<file path="config.mk">
export PLATFORM = sky130hd
export DESIGN_NAME = hazard_forward_unit_flat
export DESIGN_NICKNAME = d
export VERILOG_FILES = /design/src/rtl/hazard_forward_unit_pkg.sv /design/src/rtl/hazard_forward_unit_if.sv /design/src/rtl/hazard_forward_unit_fwd_select.sv /design/src/rtl/hazard_forward_unit.sv /design/src/flat_wrapper.sv
export SDC_FILE = /design/constraint.sdc
export NUM_CORES = 1
export LEC_CHECK = 0
export CORE_ASPECT_RATIO = 1.5
export CORE_MARGIN = 2
export CORE_UTILIZATION = 40
export CTS_BUF_LIST = sky130_fd_sc_hd__clkbuf_2
export DETAILED_ROUTE_END_ITERATION = 16
export PLACE_DENSITY = 0.73
export SLEW_MARGIN = 20
export SYNTH_ARGS = -nofsm -noshare
export SYNTH_HDL_FRONTEND = slang
export SYNTH_SLANG_ARGS = --single-unit
</file>
<file path="constraint.sdc">
create_clock -name clk -period 2.5 [get_ports clk]
set_clock_uncertainty 0.05 [all_clocks]
set_input_delay 0.5 -clock clk [delete_from_list [all_inputs] [get_ports clk]]
set_output_delay 0.5 -clock clk [all_outputs]
set_load 0.02 [all_outputs]
</file>
<file path="src/rtl/hazard_forward_unit_pkg.sv">
// Shared pipeline definitions for the hazard/forwarding controller:
// register-address width, forward-source encodings and the in-flight
// hazard slot record.
package hazard_forward_unit_pkg;

  localparam int REG_ADDR_W = 5;

  // Forward source select seen by the EX operand muxes
  localparam logic FWD_SRC_ALU    = 1'b0;
  localparam logic FWD_SRC_RESULT = 1'b1;

  // Destination bookkeeping for one in-flight instruction
  typedef struct packed {
    logic [REG_ADDR_W-1:0] rd;
    logic                  we;
    logic                  load;
  } hazSlot_t;

endpackage

</file>
<file path="src/rtl/hazard_forward_unit_if.sv">
// Bundle between the ID stage and the hazard/forwarding controller.
// Optional macro HAZARD_PERF_EN adds the stallCount/flushCount counters.
interface hazard_forward_unit_if;
  import hazard_forward_unit_pkg::*;

  logic                  idValid;
  logic [REG_ADDR_W-1:0] rs1Id;
  logic [REG_ADDR_W-1:0] rs2Id;
  logic                  useRs1;
  logic                  useRs2;
  logic [REG_ADDR_W-1:0] rdId;
  logic                  regWriteId;
  logic                  memReadId;
  logic                  flush;
  logic                  stall;
  logic                  bubbleE;
  logic                  Fa;
  logic                  Fb;
  logic                  fwdSrcA;
  logic                  fwdSrcB;
`ifdef HAZARD_PERF_EN
  logic [31:0]           stallCount;
  logic [31:0]           flushCount;
`endif

  // ID-stage side: presents the decoded instruction, consumes controls
  modport master (
    output idValid, rs1Id, rs2Id, useRs1, useRs2, rdId, regWriteId,
           memReadId, flush,
    input  stall, bubbleE, Fa, Fb, fwdSrcA,
`ifdef HAZARD_PERF_EN
           stallCount, flushCount,
`endif
           fwdSrcB
  );

  // Controller side
  modport slave (
    input  idValid, rs1Id, rs2Id, useRs1, useRs2, rdId, regWriteId,
           memReadId, flush,
    output stall, bubbleE, Fa, Fb, fwdSrcA,
`ifdef HAZARD_PERF_EN
           stallCount, flushCount,
`endif
           fwdSrcB
  );

endinterface

</file>
<file path="src/rtl/hazard_forward_unit_fwd_select.sv">
// Per-operand forward match: compares one ID source register against the
// EX and MEM producers and picks the younger (EX) one when both match.
module hazard_fwd_select
  import hazard_forward_unit_pkg::*;
(
  input  logic                  i_use,
  input  logic [REG_ADDR_W-1:0] i_rs,
  input  logic [REG_ADDR_W-1:0] i_exRd,
  input  logic                  i_exWe,
  input  logic [REG_ADDR_W-1:0] i_memRd,
  input  logic                  i_memWe,
  output logic                  o_fwd,
  output logic                  o_src
);

  // Younger producer first; x0 is never forwarded
  always_comb begin
    o_fwd = 1'b0;
    o_src = FWD_SRC_ALU;
    if (i_use && (i_rs != '0)) begin
      if (i_exWe && (i_exRd == i_rs)) begin
        o_fwd = 1'b1;
        o_src = FWD_SRC_ALU;
      end else if (i_memWe && (i_memRd == i_rs)) begin
        o_fwd = 1'b1;
        o_src = FWD_SRC_RESULT;
      end
    end
  end

endmodule

</file>
<file path="src/rtl/hazard_forward_unit.sv">
// Hazard and forwarding controller for the 5-stage pipeline. Tracks the
// destinations of the instructions in EX and MEM, raises the load-use
// stall, requests ID/EX bubbles and registers the EX forward selects in
// step with the ID/EX register.
// Optional macro HAZARD_PERF_EN adds free-running stall/flush counters.
module hazard_forward_unit
  import hazard_forward_unit_pkg::*;
(
  input  logic                  clk,
  input  logic                  rst,
  hazard_forward_unit_if.slave  hazBus
);

  hazSlot_t              r_exSlot;
  logic [REG_ADDR_W-1:0] r_memRd;
  logic                  r_memWe;
  logic                  r_fa;
  logic                  r_fb;
  logic                  r_srcA;
  logic                  r_srcB;

  logic                  w_stall;
  logic                  w_bubble;
  logic                  w_rsHitEx;
  logic                  w_fwdA;
  logic                  w_fwdB;
  logic                  w_srcA;
  logic                  w_srcB;

  // Load-use detection against the load currently in EX; flush wins
  always_comb begin
    w_rsHitEx = (hazBus.useRs1 && (hazBus.rs1Id == r_exSlot.rd)) ||
                (hazBus.useRs2 && (hazBus.rs2Id == r_exSlot.rd));
    w_stall   = hazBus.idValid && !hazBus.flush && r_exSlot.load &&
                r_exSlot.we && (r_exSlot.rd != '0) && w_rsHitEx;
    w_bubble  = w_stall || hazBus.flush || !hazBus.idValid;
  end

  hazard_fwd_select u_selA (
    .i_use   (hazBus.useRs1),
    .i_rs    (hazBus.rs1Id),
    .i_exRd  (r_exSlot.rd),
    .i_exWe  (r_exSlot.we),
    .i_memRd (r_memRd),
    .i_memWe (r_memWe),
    .o_fwd   (w_fwdA),
    .o_src   (w_srcA)
  );

  hazard_fwd_select u_selB (
    .i_use   (hazBus.useRs2),
    .i_rs    (hazBus.rs2Id),
    .i_exRd  (r_exSlot.rd),
    .i_exWe  (r_exSlot.we),
    .i_memRd (r_memRd),
    .i_memWe (r_memWe),
    .o_fwd   (w_fwdB),
    .o_src   (w_srcB)
  );

  // Advance the in-flight slots and latch forward selects with ID/EX
  always_ff @(posedge clk) begin
    if (rst) begin
      r_exSlot <= '0;
      r_memRd  <= '0;
      r_memWe  <= 1'b0;
      r_fa     <= 1'b0;
      r_fb     <= 1'b0;
      r_srcA   <= 1'b0;
      r_srcB   <= 1'b0;
    end else begin
      r_memRd <= r_exSlot.rd;
      r_memWe <= r_exSlot.we;
      if (w_bubble) begin
        r_exSlot <= '0;
        r_fa     <= 1'b0;
        r_fb     <= 1'b0;
        r_srcA   <= 1'b0;
        r_srcB   <= 1'b0;
      end else begin
        r_exSlot.rd   <= hazBus.rdId;
        r_exSlot.we   <= hazBus.regWriteId && (hazBus.rdId != '0);
        r_exSlot.load <= hazBus.memReadId;
        r_fa          <= w_fwdA;
        r_fb          <= w_fwdB;
        r_srcA        <= w_srcA;
        r_srcB        <= w_srcB;
      end
    end
  end

  assign hazBus.stall   = w_stall;
  assign hazBus.bubbleE = w_bubble;
  assign hazBus.Fa      = r_fa;
  assign hazBus.Fb      = r_fb;
  assign hazBus.fwdSrcA = r_srcA;
  assign hazBus.fwdSrcB = r_srcB;

`ifdef HAZARD_PERF_EN
  logic [31:0] r_stallCount;
  logic [31:0] r_flushCount;

  // Count stall and flush cycles; both simply wrap
  always_ff @(posedge clk) begin
    if (rst) begin
      r_stallCount <= '0;
      r_flushCount <= '0;
    end else begin
      r_stallCount <= r_stallCount + {31'd0, w_stall};
      r_flushCount <= r_flushCount + {31'd0, hazBus.flush};
    end
  end

  assign hazBus.stallCount = r_stallCount;
  assign hazBus.flushCount = r_flushCount;
`endif

endmodule

</file>
<file path="src/flat_wrapper.sv">
// flat-port wrapper written by rule: the top's interface ports become plain ports
module hazard_forward_unit_flat import hazard_forward_unit_pkg::*;
  (clk, rst, hazBus_idValid, hazBus_rs1Id, hazBus_rs2Id, hazBus_useRs1, hazBus_useRs2, hazBus_rdId, hazBus_regWriteId, hazBus_memReadId, hazBus_flush, hazBus_stall, hazBus_bubbleE, hazBus_Fa, hazBus_Fb, hazBus_fwdSrcA, hazBus_fwdSrcB);
  hazard_forward_unit_if hazBus_i ();
  input  logic clk;
  input  logic rst;
  input wire logic [$bits(hazBus_i.idValid)-1:0] hazBus_idValid;
  input wire logic [$bits(hazBus_i.rs1Id)-1:0] hazBus_rs1Id;
  input wire logic [$bits(hazBus_i.rs2Id)-1:0] hazBus_rs2Id;
  input wire logic [$bits(hazBus_i.useRs1)-1:0] hazBus_useRs1;
  input wire logic [$bits(hazBus_i.useRs2)-1:0] hazBus_useRs2;
  input wire logic [$bits(hazBus_i.rdId)-1:0] hazBus_rdId;
  input wire logic [$bits(hazBus_i.regWriteId)-1:0] hazBus_regWriteId;
  input wire logic [$bits(hazBus_i.memReadId)-1:0] hazBus_memReadId;
  input wire logic [$bits(hazBus_i.flush)-1:0] hazBus_flush;
  output wire logic [$bits(hazBus_i.stall)-1:0] hazBus_stall;
  output wire logic [$bits(hazBus_i.bubbleE)-1:0] hazBus_bubbleE;
  output wire logic [$bits(hazBus_i.Fa)-1:0] hazBus_Fa;
  output wire logic [$bits(hazBus_i.Fb)-1:0] hazBus_Fb;
  output wire logic [$bits(hazBus_i.fwdSrcA)-1:0] hazBus_fwdSrcA;
  output wire logic [$bits(hazBus_i.fwdSrcB)-1:0] hazBus_fwdSrcB;
  assign hazBus_i.idValid = hazBus_idValid;
  assign hazBus_i.rs1Id = hazBus_rs1Id;
  assign hazBus_i.rs2Id = hazBus_rs2Id;
  assign hazBus_i.useRs1 = hazBus_useRs1;
  assign hazBus_i.useRs2 = hazBus_useRs2;
  assign hazBus_i.rdId = hazBus_rdId;
  assign hazBus_i.regWriteId = hazBus_regWriteId;
  assign hazBus_i.memReadId = hazBus_memReadId;
  assign hazBus_i.flush = hazBus_flush;
  assign hazBus_stall = hazBus_i.stall;
  assign hazBus_bubbleE = hazBus_i.bubbleE;
  assign hazBus_Fa = hazBus_i.Fa;
  assign hazBus_Fb = hazBus_i.Fb;
  assign hazBus_fwdSrcA = hazBus_i.fwdSrcA;
  assign hazBus_fwdSrcB = hazBus_i.fwdSrcB;
  hazard_forward_unit u_core (.clk(clk), .rst(rst), .hazBus(hazBus_i));
endmodule
</file>
---- Word-level counts from Yosys, hierarchy flattened ----
Index checks and enable logic that the tools add are counted.
operators by class
  eq/ne operators ......................... 6
  reduce and logical (&&, ||, !) cells .... 28
  multiplexer cells ....................... 4
  bitwise logic cells ..................... 2
operators with widths
  cell                count
  5-bit == test       6
  5-bit nonzero test  4
  1-bit logical AND   14
  4-bit OR reduction  2
  3-bit OR reduction  2
  1-bit two-way mux   4
  1-bit logical OR    3
  1-bit logical NOT   2
  1-bit NOT           2
  2-bit OR reduction  1
word-level totals
  logic and storage cells ................. 49
  register bits ........................... 17
  input port bits ......................... 23
  output and inout port bits .............. 6

---- Logic depth before layout (Yosys ltp) ----
Gate-level depths: netlist of the first run.
  word-level depth ........................ 9
  gate-level depth with buffers ........... 6
  mapped depth without buffers ............ 5

---- Cells and area by module ----
Synthesis of the first run repeated with hierarchy kept, for this count alone.
unflattened totals
  cell total of the unflattened synthesis .. 100
  area, all modules ....................... 917.1 um^2
modules (own cells, without submodules)
  module               seq. area each (um^2)  cells each  times used  area an instance (um^2)
  hazard_forward_unit  340.3                  58          1           631.9
  hazard_fwd_select    0.0                    21          2           142.6

---- Least setup slack after synthesis of the first run ----
OpenSTA, ideal clock, no wires.
  path type ............................... flip-flop to output port
  start point ............................. reg u_core.r_exSlot[5] (netlist name)
  end point ............................... out hazBus_bubbleE
  required time ........................... 1.950 ns
  buffers on the path ..................... 0
  stages on the path, launching flop included .. 5
  path slack .............................. 0.329 ns
  arrival ................................. 1.621 ns
  path through ............................ dfxtp_1 > or4_4 > o211ai_1 > o22ai_1 > or3b_1
between the ends
  cells in the longest elaborated chain, start to end .. 6
  elaborated cells on any way between the ends .. 10
  those cells by class .................... 2 x eq/ne; 8 x reduce/logical
ends and longest elaborated chain
  what                                         RTL line                                              RTL
  from (decl)                                  hazard_forward_unit.sv:14                             hazSlot_t r_exSlot;
  5-bit == test, on equally long branches      hazard_forward_unit.sv:32, hazard_forward_unit.sv:33
  1-bit logical AND, on equally long branches  hazard_forward_unit.sv:32, hazard_forward_unit.sv:33
  1-bit logical OR                             hazard_forward_unit.sv:32                             w_rsHitEx = (hazBus.useRs1 && (hazBus.rs1Id == r_exSlot.rd)) ||
  1-bit logical AND (*)                        hazard_forward_unit.sv:35                             r_exSlot.we && (r_exSlot.rd != '0) && w_rsHitEx;
  1-bit logical OR (*) (2 in a row)            hazard_forward_unit.sv:36                             w_bubble = w_stall || hazBus.flush || !hazBus.idValid;
  to (decl)                                    flat_wrapper.sv:17                                    output wire logic [$bits(hazBus_i.bubbleE)-1:0] hazBus_bubbleE;
Every way passes the cells marked *; elsewhere a longest branch is shown, timed or not.

---- Worst setup path after layout of the first run ----
  start point ............................. reg u_core.r_exSlot[2] (netlist name)
  end point ............................... out hazBus_bubbleE
The elaborated chain is that of the path after synthesis.

==> results of run 1 <==
[path summary, 6_finish.rpt]
check / to / slack [ps] / cells after the start
max: hazBus_bubbleE / -90 / 5
min: u_core.hazBus.fwdSrcB$_SDFF_PP0_ / 500 / 2
max reg2reg: u_core.hazBus.fwdSrcB$_SDFF_PP0_ / 590 / 6
min reg2reg: u_core.hazBus.fwdSrcB$_SDFF_PP0_ / 500 / 2
[metrics by stage]
step / hold WS (ps) / std cells / util [%]
floorplan: 405.0 / 87 / -
detailed placement: 475.9 / 154 / 66.42
global route: 525.6 / 159 / 69.69
finish: 495.2 / 159 / 69.69
CTS: 489.4 / 159 / 68.42
global placement: 457.2 / 154 / 66.42
[cells by family after synthesis]
family | after synthesis | share of synthesized area (%)
XOR/XNOR | 20 | 21.74
AO/OA/AOI/OAI | 9 | 8.231
AND/OR/NAND/NOR | 39 | 26.40
buffers and inverters | 2 | 1.397
flip-flops | 17 | 42.24
[power groups by stage]
stage,Clock [mW],Combinational [mW],Sequential [mW]
after CTS,0.133,0.0997,0.279
final,0.128,0.0994,0.279
after global placement,0,0.0972,0.285
after floorplan,0,0.0294,0.285
after detailed placement,0,0.0988,0.285
after global routing,0.142,0.108,0.280
[cell usage after synthesis]
cell,instances
nand3_1,3
xor2_1,14
and4b_1,1
o21ba_2,1
nand2_1,6
nor3_1,5
inv_1,1
xnor2_1,6
o22ai_1,1
or4_4,1
nor4_1,3
or3b_1,1
or4_1,3
o211ai_1,5
buf_4,1
and3_1,1
nor2b_1,5
o21a_1,1
dfxtp_1,17
o21ai_0,1
nor3b_1,1
nor2_1,9
[state kept, by name (all words and copies together) (netlist names)]
signal	count
u_core.hazBus.fwdSrcA	1
u_core.hazBus.Fb	1
u_core.r_memRd	5
u_core.hazBus.Fa	1
u_core.r_exSlot	7
u_core.hazBus.fwdSrcB	1
u_core.r_memWe	1
[what timing repair did]
item / CTS / global route
buffers inserted: 1 / 0
setup endpoints to repair: 2 / 2
gates resized for setup: 11 / 10
pin swaps: 4 / 4
gates cloned: 0 / 0
[cell type report]
class,instances,share of cell area (%)
clock buffer,4,1.530
inverter,1,0.2868
multi-input combinational,68,36.14
sequential,17,26.10
tap,21,2.008
timing repair buffer,48,33.94
[worst min-delay path, delay by kind of cell, from the launching register on]
kind             cells  cell delay (ps)
DFF                  1              340
and+or+nand+nor      2              180
[routing by layer]
| metal | wire, microns | track usage [%] | vias to the layer above |
|---|---|---|---|
| met5 | 0 | 0 | - |
| met4 | 46 | 14.76 | 0 |
| met3 | 94 | 3.759 | 6 |
| met2 | 1157 | 36.96 | 30 |
| met1 | 806 | 23.11 | 360 |
| li1 | - | - | 403 |
==> results.ini, run 1 <==
[layout]
mostFrequentLayoutCell=buf_4
area_delta_synth_final_pct=62.42
final_cell_mix=21 x buf_4, 20 x clkdlybuf4s50_1, 16 x dfxtp_1
nFillCells=154
n_antenna_cell=0
stdcell_area_sq_um=1309
drive_above_1_share_pct=23.19
fin_nets=162
ff_latch_area_sq_um=341.6
multi_input_area_sq_um=473.0

[timing]
setup_slack_ps=-91.23
drv_slew=0
slew_headroom_pct=72.88
max_freq_ghz=0.3859
min_period_ps=2591
rsz0062_at_grt=yes
finalSetupViolCount=1
post-route-period-util_pct=103.6
tns_ps=-91.23
hold_viol=0
tightestPinTransition_ps=405.9

[grt]
antenna_found_initial=0
gr-total-overflow=0
grt_pass1_wl_microns=3546
grt_usage_pct=21.93
grt_pass1_vias=871
grt_max_degree=10

[pwr]
powerDensity_nw_per_um2=387.0
p_comb_share_pct=19.6
leakagePower_nw=0.5933
power_frac_seq_pct=55.1
swShare_pct=24.79
intPower_mw=0.3810
total_power_mw=0.5065
p_sw_mw=0.1255
clkPwrFrac_pct=25.3
irDropWorstVdd_uv=317.0

[logic_synthesis]
ys_warn_count=0
syn_inst=87
syn_nets=110
ys_types=22
synth_area_sq_um=805.8
ys_seq_area_share_pct=42.24
synth_top_area_share_pct=42.24
yosys-top-cells-area=dfxtp_1 42%, xor2_1 15%, xnor2_1 6.5%, o211ai_1 4.7%, nor2_1 4.2%
synth_top_cell_by_area=dfxtp_1
syn_avg_cell_area_sq_um=9.262
ys_ff_latch=17

[floorplan]
start_util_pct=42.90
fp-row-count=19
die_w_microns=40.65
core_sq_um=1878
die-area_sq_um=2397
die_h_microns=58.97
io_pins=29

[critical_path]
cp_num_buf_inv=1
crit_slowest_cell=or4_4
endpoint_kind=output pin
worstSetupStartpoint=u_core.r_exSlot[2]$_SDFF_PP0_
regToRegStartpoint=u_core.r_exSlot[2]$_SDFF_PP0_
crit_required_ps=1950
cp-start-kind=register
crit_fanout=3
crit_path_max_incr_delay_ps=530
crit_arrival_ps=2040
worst-setup-path-type=register to output pin
crit_family=simple AND/OR/NAND/NOR gates
cp_cell_sequence=or4_4 > o211ai_1 > o22ai_2 > or3b_1 > buf_6

[placed_design]
postPlaceCellArea_sq_um=1247
gp_congestion=0.8097
port_buffers=28
preCtsSetupSlack_ps=-532.6
place_hpwl_microns=1751

[clock_network]
numCtsBuffers=3
clkLatencyLatePin_ps=290
cts_root_buf=clkbuf_2
cts_tree=done
cts_buffer_depth=2
clkSlewWorstSetupHoldPaths_ps=160
ctsHoldBuffers=0
cts_sinks=17
htree_levels=1

[route]
via_per_inst=5.025
vias=799
first_iter_violations=8
ant_nets=0
wire_per_inst_microns=13.25
first_pass_iters=4
drc_errors=0
routed_wl_microns=2106

[run_status]
violations=negative setup slack
status=finished with violations

[worst_hold_path]
hp-start=u_core.r_memWe$_SDFF_PP0_
hold_class=register to register

[flow_run]
cap_violations=0

No activity file was read; power rests on OpenSTA's default activity.
==> run 2, diff against run 1 <==
--- a/config.mk
+++ b/config.mk
@@ -11,6 +11,7 @@
 export CTS_BUF_LIST = sky130_fd_sc_hd__clkbuf_2
 export DETAILED_ROUTE_END_ITERATION = 16
 export PLACE_DENSITY = 0.73
+export REMOVE_ABC_BUFFERS = 1
 export SLEW_MARGIN = 20
 export SYNTH_ARGS = -nofsm -noshare
 export SYNTH_HDL_FRONTEND = slang
==> run 2 against run 1 <==
The run still ends with negative setup slack left; global-route usage is 1.3 points lower; sequential share of layout area is 0.55 points higher; critical path depth is 1 higher; largest power group unchanged.
==> results.ini, run 2 (same netlist as run 1, synthesis figures left out) <==
[critical_path]
crit_family=simple AND/OR/NAND/NOR gates
endpoint_kind=output pin
crit_arrival_ps=2130  ; +90 ps
crit_required_ps=1950  ; about the same
cp-start-kind=register
cp_cell_sequence=or4_4 > o211ai_1 > o22ai_2 > buf_4 > or3b_1 > buf_6
crit_path_max_incr_delay_ps=530  ; about the same
crit_slowest_cell=or4_4
worst-setup-path-type=register to output pin
crit_fanout=2  ; -1
cp_num_buf_inv=2  ; +1

[layout]
drive_above_1_share_pct=22.46  ; -0.72 points
final_cell_mix=26 x clkdlybuf4s50_1, 20 x buf_4, 15 x dfxtp_1
largest_reg_flops=7  ; unchanged
fin_nets=162  ; unchanged
mostFrequentLayoutCell=clkdlybuf4s50_1
reg_top3=u_core.r_exSlot: 7 flops, u_core.r_memRd: 5 flops
multi_input_area_sq_um=460.4  ; -2.6%
ff_latch_area_sq_um=342.8  ; +0.37%
top_register=u_core.r_exSlot
final_core_util_pct=68.49  ; -1.2 points
area_delta_synth_final_pct=59.63
n_antenna_cell=0  ; unchanged
nFillCells=164  ; +6.5%

[pwr]
irDropWorstVdd_uv=377.8  ; +19%
leakagePower_nw=0.5363  ; -9.6%
powerDensity_nw_per_um2=391.6  ; +1.2%

[route]
drc_errors=0  ; unchanged
routed_wl_microns=2010  ; -4.6%
first_pass_iters=4  ; unchanged
wl_met1_microns=739  ; -8.3%
top_layer_used=met4
wire_per_inst_microns=12.64  ; -4.6%
via_per_inst=5.031  ; +0.13%
route.met2.wl_microns=1181  ; +2.1%
ant_nets=0  ; unchanged
first_iter_violations=15  ; +7
vias=800  ; +0.13%
met3_length_microns=69  ; -27%

[clock_network]
htree_levels=1  ; unchanged
ctsHoldBuffers=0  ; unchanged
cts_buffer_depth=2  ; unchanged
numCtsBuffers=3  ; unchanged
cts_tree=done
cts_sinks=17  ; unchanged
cts_root_buf=clkbuf_2
clkLatencyLatePin_ps=290  ; about the same
clkSlewWorstSetupHoldPaths_ps=170  ; about the same

[grt]
grt_usage_pct=20.63  ; -1.3 points
antenna_found_initial=0  ; unchanged
grt_pass1_wl_microns=3332  ; -6.0%
grt_max_degree=11  ; +1
gr-total-overflow=0  ; unchanged
grt_pass1_vias=779  ; -11%

[placed_design]
place_hpwl_microns=1668  ; -4.7%
port_buffers=28  ; unchanged
preCtsSetupSlack_ps=-533.1  ; -0.4720 ps
gp_congestion=0.7499  ; -7.4%

[floorplan]
die_h_microns=58.97  ; unchanged
io_pins=29  ; unchanged
die_w_microns=40.65  ; unchanged
die-area_sq_um=2397  ; unchanged
core_sq_um=1878  ; unchanged
fp-row-count=19  ; unchanged
start_util_pct=42.90  ; unchanged

[run_status]
status=finished with violations
violations=negative setup slack

[flow_run]
cap_violations=0  ; unchanged

[timing]
hold_viol=0  ; unchanged
tns_ps=-258.9  ; -167.7 ps
finalSetupViolCount=2  ; +1
max_freq_ghz=0.3730  ; -3.4%
setup_slack_ps=-181.2  ; -89.98 ps
rsz0062_at_grt=yes
slew_headroom_pct=73.48  ; +0.60 points
post-route-period-util_pct=107.2  ; +3.6 points
min_period_ps=2681  ; +89.98 ps
tightestPinTransition_ps=396.9  ; -9.012 ps
drv_slew=0  ; unchanged

[worst_hold_path]
hold_class=register to register

[run 2: repair_timing]
action	CTS	global route
pin swaps	4	2
gates resized for setup	11	1
endpoints found under the setup margin	2	2
buffers inserted	1	1
[run 2: power breakdown]
part | leakage [nW] | internal (mW) | total, mW | switching (mW)
Combinational | 0.381 | 0.0625 | 0.0975 | 0.0350
Sequential | 0.139 | 0.276 | 0.279 | 0.00317
Clock | 0.0166 | 0.0424 | 0.127 | 0.0847
[run 2: path summary, 6_finish.rpt]
kind,from,cells past startpoint,endpoint,slack (ps)
max,u_core.r_exSlot[2]$_SDFF_PP0_,6,hazBus_bubbleE,-180
min,u_core.r_memWe$_SDFF_PP0_,2,u_core.hazBus.fwdSrcB$_SDFF_PP0_,470
max reg2reg,u_core.r_exSlot[2]$_SDFF_PP0_,7,u_core.hazBus.fwdSrcB$_SDFF_PP0_,520
min reg2reg,u_core.r_memWe$_SDFF_PP0_,2,u_core.hazBus.fwdSrcB$_SDFF_PP0_,470
[run 2: per-stage QoR]
step                      instances  instance area [sq um]  hold WS [ps]  total power, mW
after floorplan                  86                  798.3         405.0           0.3145
after global placement          153                   1240         444.6           0.3807
after detailed placement        153                   1240         446.8           0.3822
after CTS                       158                   1277         467.3           0.5098
after global routing            159                   1286         504.2           0.5259
final                           159                   1286         471.8           0.5037
[run 2: worst reg2reg max path: stages, from the launching register on]
cell and delay (ps):
dfxtp_2 350, or4_4 530, o211ai_1 220, o22ai_2 110, buf_4 150, buf_4 120
buf_4 160, nor4_1 250
[run 2: metal layers]
metal / GRT usage (%) / up-vias
li1: - / 406
met1: 23.15 / 370
met2: 35.37 / 22
met3: 3.759 / 2
met4: 9.524 / 0
met5: 0 / -
[run 2: final cells by class]
| cell class | instances | share of cell area (%) |
|---|---|---|
| inverter | 1 | 0.2918 |
| sequential | 17 | 26.65 |
| timing repair buffer | 48 | 33.66 |
| clock buffer | 4 | 1.556 |
| multi-input combinational | 68 | 35.80 |
| tap | 21 | 2.043 |
==> run 3, diff against run 2 <==
--- a/config.mk
+++ b/config.mk
@@ -5,12 +5,12 @@
 export SDC_FILE = /design/constraint.sdc
 export NUM_CORES = 1
 export LEC_CHECK = 0
-export CORE_ASPECT_RATIO = 1.5
+export ABC_AREA = 1
 export CORE_MARGIN = 2
-export CORE_UTILIZATION = 40
+export CORE_UTILIZATION = 47
 export CTS_BUF_LIST = sky130_fd_sc_hd__clkbuf_2
 export DETAILED_ROUTE_END_ITERATION = 16
-export PLACE_DENSITY = 0.73
+export PLACE_DENSITY = 0.81
 export REMOVE_ABC_BUFFERS = 1
 export SLEW_MARGIN = 20
 export SYNTH_ARGS = -nofsm -noshare
==> run 3 against run 2 <==
The run now ends clean; via count is 25% higher; cell count up 28%; core utilization grew 8.1 points; power grew 5.5%; sequential power is essentially flat; count of clock-buffer cells in the layout unchanged; routed wire length is 22% higher; sequential share of layout area down 1.5 points; critical path depth is 4 higher; hold slack got worse by 46 ps; synthesized cell count is 52% higher; critical path type is now primary input to output pin; critical endpoint is now hazBus_stall.
==> results.ini, run 3 <==
[pwr]
powerDensity_nw_per_um2=393.3  ; +0.44%
irDropWorstVdd_uv=381.2  ; +0.91%
leakagePower_nw=0.6406  ; +19%

[layout]
n_antenna_cell=0  ; unchanged
nFillCells=154  ; -6.1%
mostFrequentLayoutCell=nand2_1
largest_reg_flops=7  ; unchanged
final_cell_mix=30 x nand2_1, 27 x inv_1, 26 x clkdlybuf4s50_1
area_delta_synth_final_pct=48.97
top_register=u_core.r_exSlot
fin_nets=203  ; +25%
drive_above_1_share_pct=17.32  ; -5.1 points
reg_top3=u_core.r_exSlot: 7 flops, u_core.r_memRd: 5 flops

[critical_path]
r2r_cells=10  ; +3
crit_required_ps=1950  ; about the same
rr_endpoint=u_core.r_exSlot[1]$_SDFF_PP0_
regToRegSetupSlack_ps=950  ; +430 ps
worst-setup-path-type=primary input to output pin
crit_fanout=3  ; +1
endpoint_kind=output pin
cp-start-kind=primary input
regToRegStartpoint=u_core.r_exSlot[3]$_SDFF_PP0_
crit_arrival_ps=1870  ; -260 ps

[logic_synthesis]
muxShareOfSynthArea_pct=0  ; unchanged
synth_top_area_share_pct=37.52  ; -4.7 points
ys_types=20  ; -9.1%
ys_top_cells_by_count=30 x nand2_1, 27 x inv_1, 21 x nor2_1
syn_inst=132  ; +52%
syn_avg_cell_area_sq_um=6.872  ; -26%
synthArstFlopShare_pct=0  ; unchanged
yosys.area_share.simple_pct=35.31  ; +8.9 points
synth_fa_ha_area_share_pct=0  ; unchanged
synth_compound_area_share_pct=8.828  ; +0.60 points
ys_warn_count=0  ; unchanged
synth_edf_count=0  ; unchanged
yosys-top-cells-area=dfxtp_1 38%, nand2_1 12%, inv_1 11%, nor2_1 8.7%, xnor2_1 5.8%
ys_ff_latch=17  ; unchanged
synth.most_common_cell=nand2_1
synth_area_sq_um=907.1  ; +13%
synth_top_cell_by_area=dfxtp_1
synth-xor-area-share_pct=6.759  ; -15 points
ys.flop_type=dfxtp_1
synth_top_family_by_area=simple AND/OR/NAND/NOR gates
ys_seq_area_share_pct=37.52  ; -4.7 points

[clock_network]
cts_sinks=17  ; unchanged
numCtsBuffers=3  ; unchanged
cts_root_buf=clkbuf_2
clkLatencyLatePin_ps=310  ; +20 ps
cts_tree=done
cts_buffer_depth=2  ; unchanged
htree_levels=1  ; unchanged
clkSlewWorstSetupHoldPaths_ps=160  ; about the same
cts_setup_buffers=0  ; -1

[flow_run]
cap_violations=0  ; unchanged

[floorplan]
die_w_microns=47.93  ; +18%
die_h_microns=47.93  ; -19%
core_sq_um=1764  ; -6.1%
start_util_pct=51.42  ; +8.5 points
fp-row-count=15  ; -4
die-area_sq_um=2297  ; -4.2%
io_pins=29  ; unchanged

[route]
first_iter_violations=11  ; -4
first_pass_iters=4  ; unchanged
ant_nets=0  ; unchanged
routed_wl_microns=2457  ; +22%
wire_per_inst_microns=12.04  ; -4.7%
drc_errors=0  ; unchanged
via_per_inst=4.917  ; -2.3%
vias=1003  ; +25%

[grt]
grt_pass1_vias=1030  ; +32%
gr-total-overflow=0  ; unchanged
grt_use_met1_pct=26.47  ; +3.3 points
top_usage_layer=met2
grt_max_degree=10  ; -1
grt_usage_pct=25.55  ; +4.9 points
antenna_found_initial=0  ; unchanged
use_met2_pct=46.40  ; +11 points
grt.met3_usage_pct=6.038  ; +2.3 points
grt_pass1_wl_microns=3912  ; +17%

[worst_hold_path]
hold_class=register to register
holdPathStages=2  ; unchanged
hp-start=u_core.r_exSlot[1]$_SDFF_PP0_
hold_end=u_core.r_memWe$_SDFF_PP0_

[timing]
tns_ps=0  ; +258.9 ps
slew_headroom_pct=81.29  ; +7.8 points
post-route-period-util_pct=96.73  ; -11 points
max_freq_ghz=0.4135  ; +11%
drv_slew=0  ; unchanged
tightestPinTransition_ps=280.3  ; -116.6 ps
hold_viol=0  ; unchanged
min_period_ps=2418  ; -262.9 ps
rsz0062_at_grt=no
whs_ps=425.8  ; -46.01 ps
finalSetupViolCount=0  ; -2

[run_status]
status=completed

[placed_design]
place_hpwl_microns=1967  ; +18%
port_buffers=28  ; unchanged
gp_congestion=0.9159  ; +22%

[run 3: changes by cell type after synthesis, moves of 5 or more]
cell     change
inv_1       +26
nand2_1     +24
nand4_1      +8
nor2_1      +12
nor2b_1      -5
xor2_1      -13
[run 3: timing repair]
action | CTS | global route
hold buffers | 0 | 0
endpoints found under the setup margin | 2 | 2
cloned | 0 | 0
gates resized for setup | 7 | 5
pin swaps | 0 | 1
hold endpoints to repair | 0 | 0
[run 3: layout make-up]
type	instances	area, sq um	share of cell area (%)
well taps	25	31.28	2.315
multi-input cells	87	469.2	34.72
repair buffers	43	385.4	28.52
inverters	28	105.1	7.778
clock buffers	4	20.02	1.481
flip-flops and latches	17	340.3	25.19
[run 3: critical path, cell delays in order]
cell	delay, ps
clkdlybuf4s50_1	500
inv_1	80
nand2_1	70
nand2_1	70
nor2_2	150
nand4_1	130
nand2_2	120
nand2_4	50
inv_1	50
buf_2	150
[run 3: cells by family after synthesis]
| group | count (synthesis) |
|---|---|
| xor+xnor | 7 |
| buf+inv | 28 |
| simple gates | 69 |
| compound gates | 11 |
| flops | 17 |
[run 3: worst max path at each step]
stage | startpoint | to | slack, ps | cells after the start
detailed placement | hazBus_rs2Id[0] | hazBus_bubbleE | -330 | 10
global route | hazBus_rs2Id[2] | hazBus_bubbleE | 6 | 10
floorplan | hazBus_rs2Id[3] | hazBus_bubbleE | 770 | 8
CTS | hazBus_rs1Id[2] | hazBus_bubbleE | 6 | 10
finish | hazBus_rs2Id[0] | hazBus_stall | 80 | 10
global placement | hazBus_rs2Id[0] | hazBus_bubbleE | -310 | 10
[run 3: power breakdown]
part / switching [mW] / total (mW) / internal (mW)
Combinational: 0.0515 / 0.116 / 0.0649
Clock: 0.0924 / 0.135 / 0.0424
Sequential: 0.00449 / 0.280 / 0.276
[run 3: metal layers]
layer  vias up  share of wire [%]  routed length, microns
met5         -                  0                       0
met4         0                2.3                      57
met3         7                3.7                      92
met2        30                 55                    1346
met1       463                 39                     961
li1        503                  -                       -
[run 3: metrics by stage]
stage                     power [mW]  setup slack [ps]  cells  utilization, %  instance area, sq um
after floorplan               0.3277             765.4    132               -                 907.1
final                         0.5315             81.71    204           76.60                  1351
after CTS                     0.5258             6.455    204           76.88                  1356
after detailed placement      0.3987            -331.9    200           75.46                  1331
after global routing          0.5573             6.402    204           76.60                  1351
after global placement        0.3943            -305.9    200           75.46                  1331
==> RTL change, RTL diff (flow settings as in run 1) <==
The package constant `REG_ADDR_W` goes from 5 to 4.
--- a/src/rtl/hazard_forward_unit_pkg.sv
+++ b/src/rtl/hazard_forward_unit_pkg.sv
@@ -4,5 +4,5 @@
 package hazard_forward_unit_pkg;
 
-  localparam int REG_ADDR_W = 5;
+  localparam int REG_ADDR_W = 4;
 
   // Forward source select seen by the EX operand muxes
Ports: changed (resized hazBus_rdId, hazBus_rs1Id and hazBus_rs2Id); port bits go from 29 to 26. No check against the original RTL was run, so the function may have changed too.
==> RTL change against run 1 <==
  * Critical path type is now in2out
  * Setup slack improved by 0.16 ns
  * Via count decreased by 11%
  * Total power is 13% lower
  * Routed wire length shrank 14%
  * Sequential power fell by 12%
  * Area after synthesis fell by 8.9%
  * Sequential cell count fell by 2
  * Design area shrank 11%
==> RTL change: results (changes against run 1) <==
| Metric | Value |
|---|---|
| Share of post-route cells with drive strength above 1 | `0.228 (-0.00424)` |
| Buffers on Ports | `25 (-11%)` |
| Count of cell types in the netlist | `21 (-4.5%)` |
| Synth area leaders | `dfxtp_1, xnor2_1, xor2_1` |
| Peak supply drop | `0.264 mV (-17%)` |
| FF-to-FF setup slack | `0.84 ns (+0.25 ns)` |
| Mapped Nets | `98 (-11%)` |
| H-tree depth | `1 (unchanged)` |
| Filler cell count in the final layout | `162 (+5.2%)` |
| Worst relative slew slack | `0.783 (+0.0537)` |
| GRT Util Overall | `0.201 (-0.0184)` |
| Outcome | `finished, final reports clean` |
| # nets final | `144 (-11%)` |
| Post-synth ARST share | `0 (unchanged)` |
| Synth top cells by count | `dfxtp_1, xnor2_1, nor3_1` |
| Final Wtd Congestion | `0.851 (+5.1%)` |
| Fraction of power spent switching nets | `0.242 (-0.00578)` |
| Comb. pwr | `0.0000870 W (-12%)` |
| Vias in the first global route | `771 (-11%)` |
| GR Layer Usage met3 | `0.0356 (-0.00202)` |
| Met2 GRT Util | `0.388 (+0.0185)` |
| Vias per std cell | `4.94 (-1.7%)` |
| WL met1 | `668 µm (-17%)` |
| Leak | `0.470 nW (-21%)` |
| Synth Area in XOR/XNOR | `0.191 (-0.0266)` |
| Cts repair resizes | `9 (-2)` |
| Worst-path clk slew | `0.14 ns (-0.02 ns)` |
| Flop pwr share | `0.557 (+0.006)` |
| Setup WS pre-CTS | `-0.487 ns (+0.0456 ns)` |
| Beginning of the worst hold path | `u_core.r_exSlot[1]` |
| Critical path arrival | `1.88 ns (-0.16 ns)` |
| Post-place instance area | `1120 µm² (-10%)` |
| Met3 wire length | `77 µm (-18%)` |
| DP Wirelength | `1.57 mm (-10%)` |
| Sequential element share of the synthesized area | `0.409 (-0.0135)` |
| Starting DRT DRC Count | `19 (+11)` |
| Internal cell power | `0.000334 W (-12%)` |
| FF+latch area | `300 µm² (-12%)` |
| Compound-gate portion of the synthesized area | `0.0443 (-0.0380)` |
| Post-route minimum period | `2.43 ns (-0.157 ns)` |
| Global-route wire length before repair | `3.13 mm (-12%)` |
| Hold Crit Endpoint | `u_core.r_memWe` |
| Wirelength, routed | `1.82 mm (-14%)` |
-- RTL change: changes by cell type after synthesis, sizes merged, moves of 3 or more --
cell	run 1	this run
o211ai	5	0
nor2	9	2
nor3	5	10
xnor2	6	10
xor2	14	6
or2	0	3
-- RTL change: worst max-delay path, stage by stage --
cell and delay (ns):
clkdlybuf4s50_1 0.40, nand2b_4 0.14, or3_4 0.36, nor3_4 0.21
or3_1 0.14, buf_4 0.14
-- RTL change: layout make-up --
class                           count  share of cell area
Multi-Input combinational cell     59               0.365
Clock buffer                        3              0.0129
Clock inverter                      1             0.00431
Inverter                            3             0.00970
Timing Repair Buffer               42               0.327
Tap cell                           21              0.0226
Sequential cell                    15               0.259
-- RTL change: stage by stage --
step,hold slack [ns],cells,setup TNS (ns)
after floorplan,0.380,78,0
after global placement,0.407,139,-0.889
after detailed placement,0.416,139,-0.973
after CTS,0.434,143,0
after global routing,0.467,144,-0.00690
final,0.437,144,0
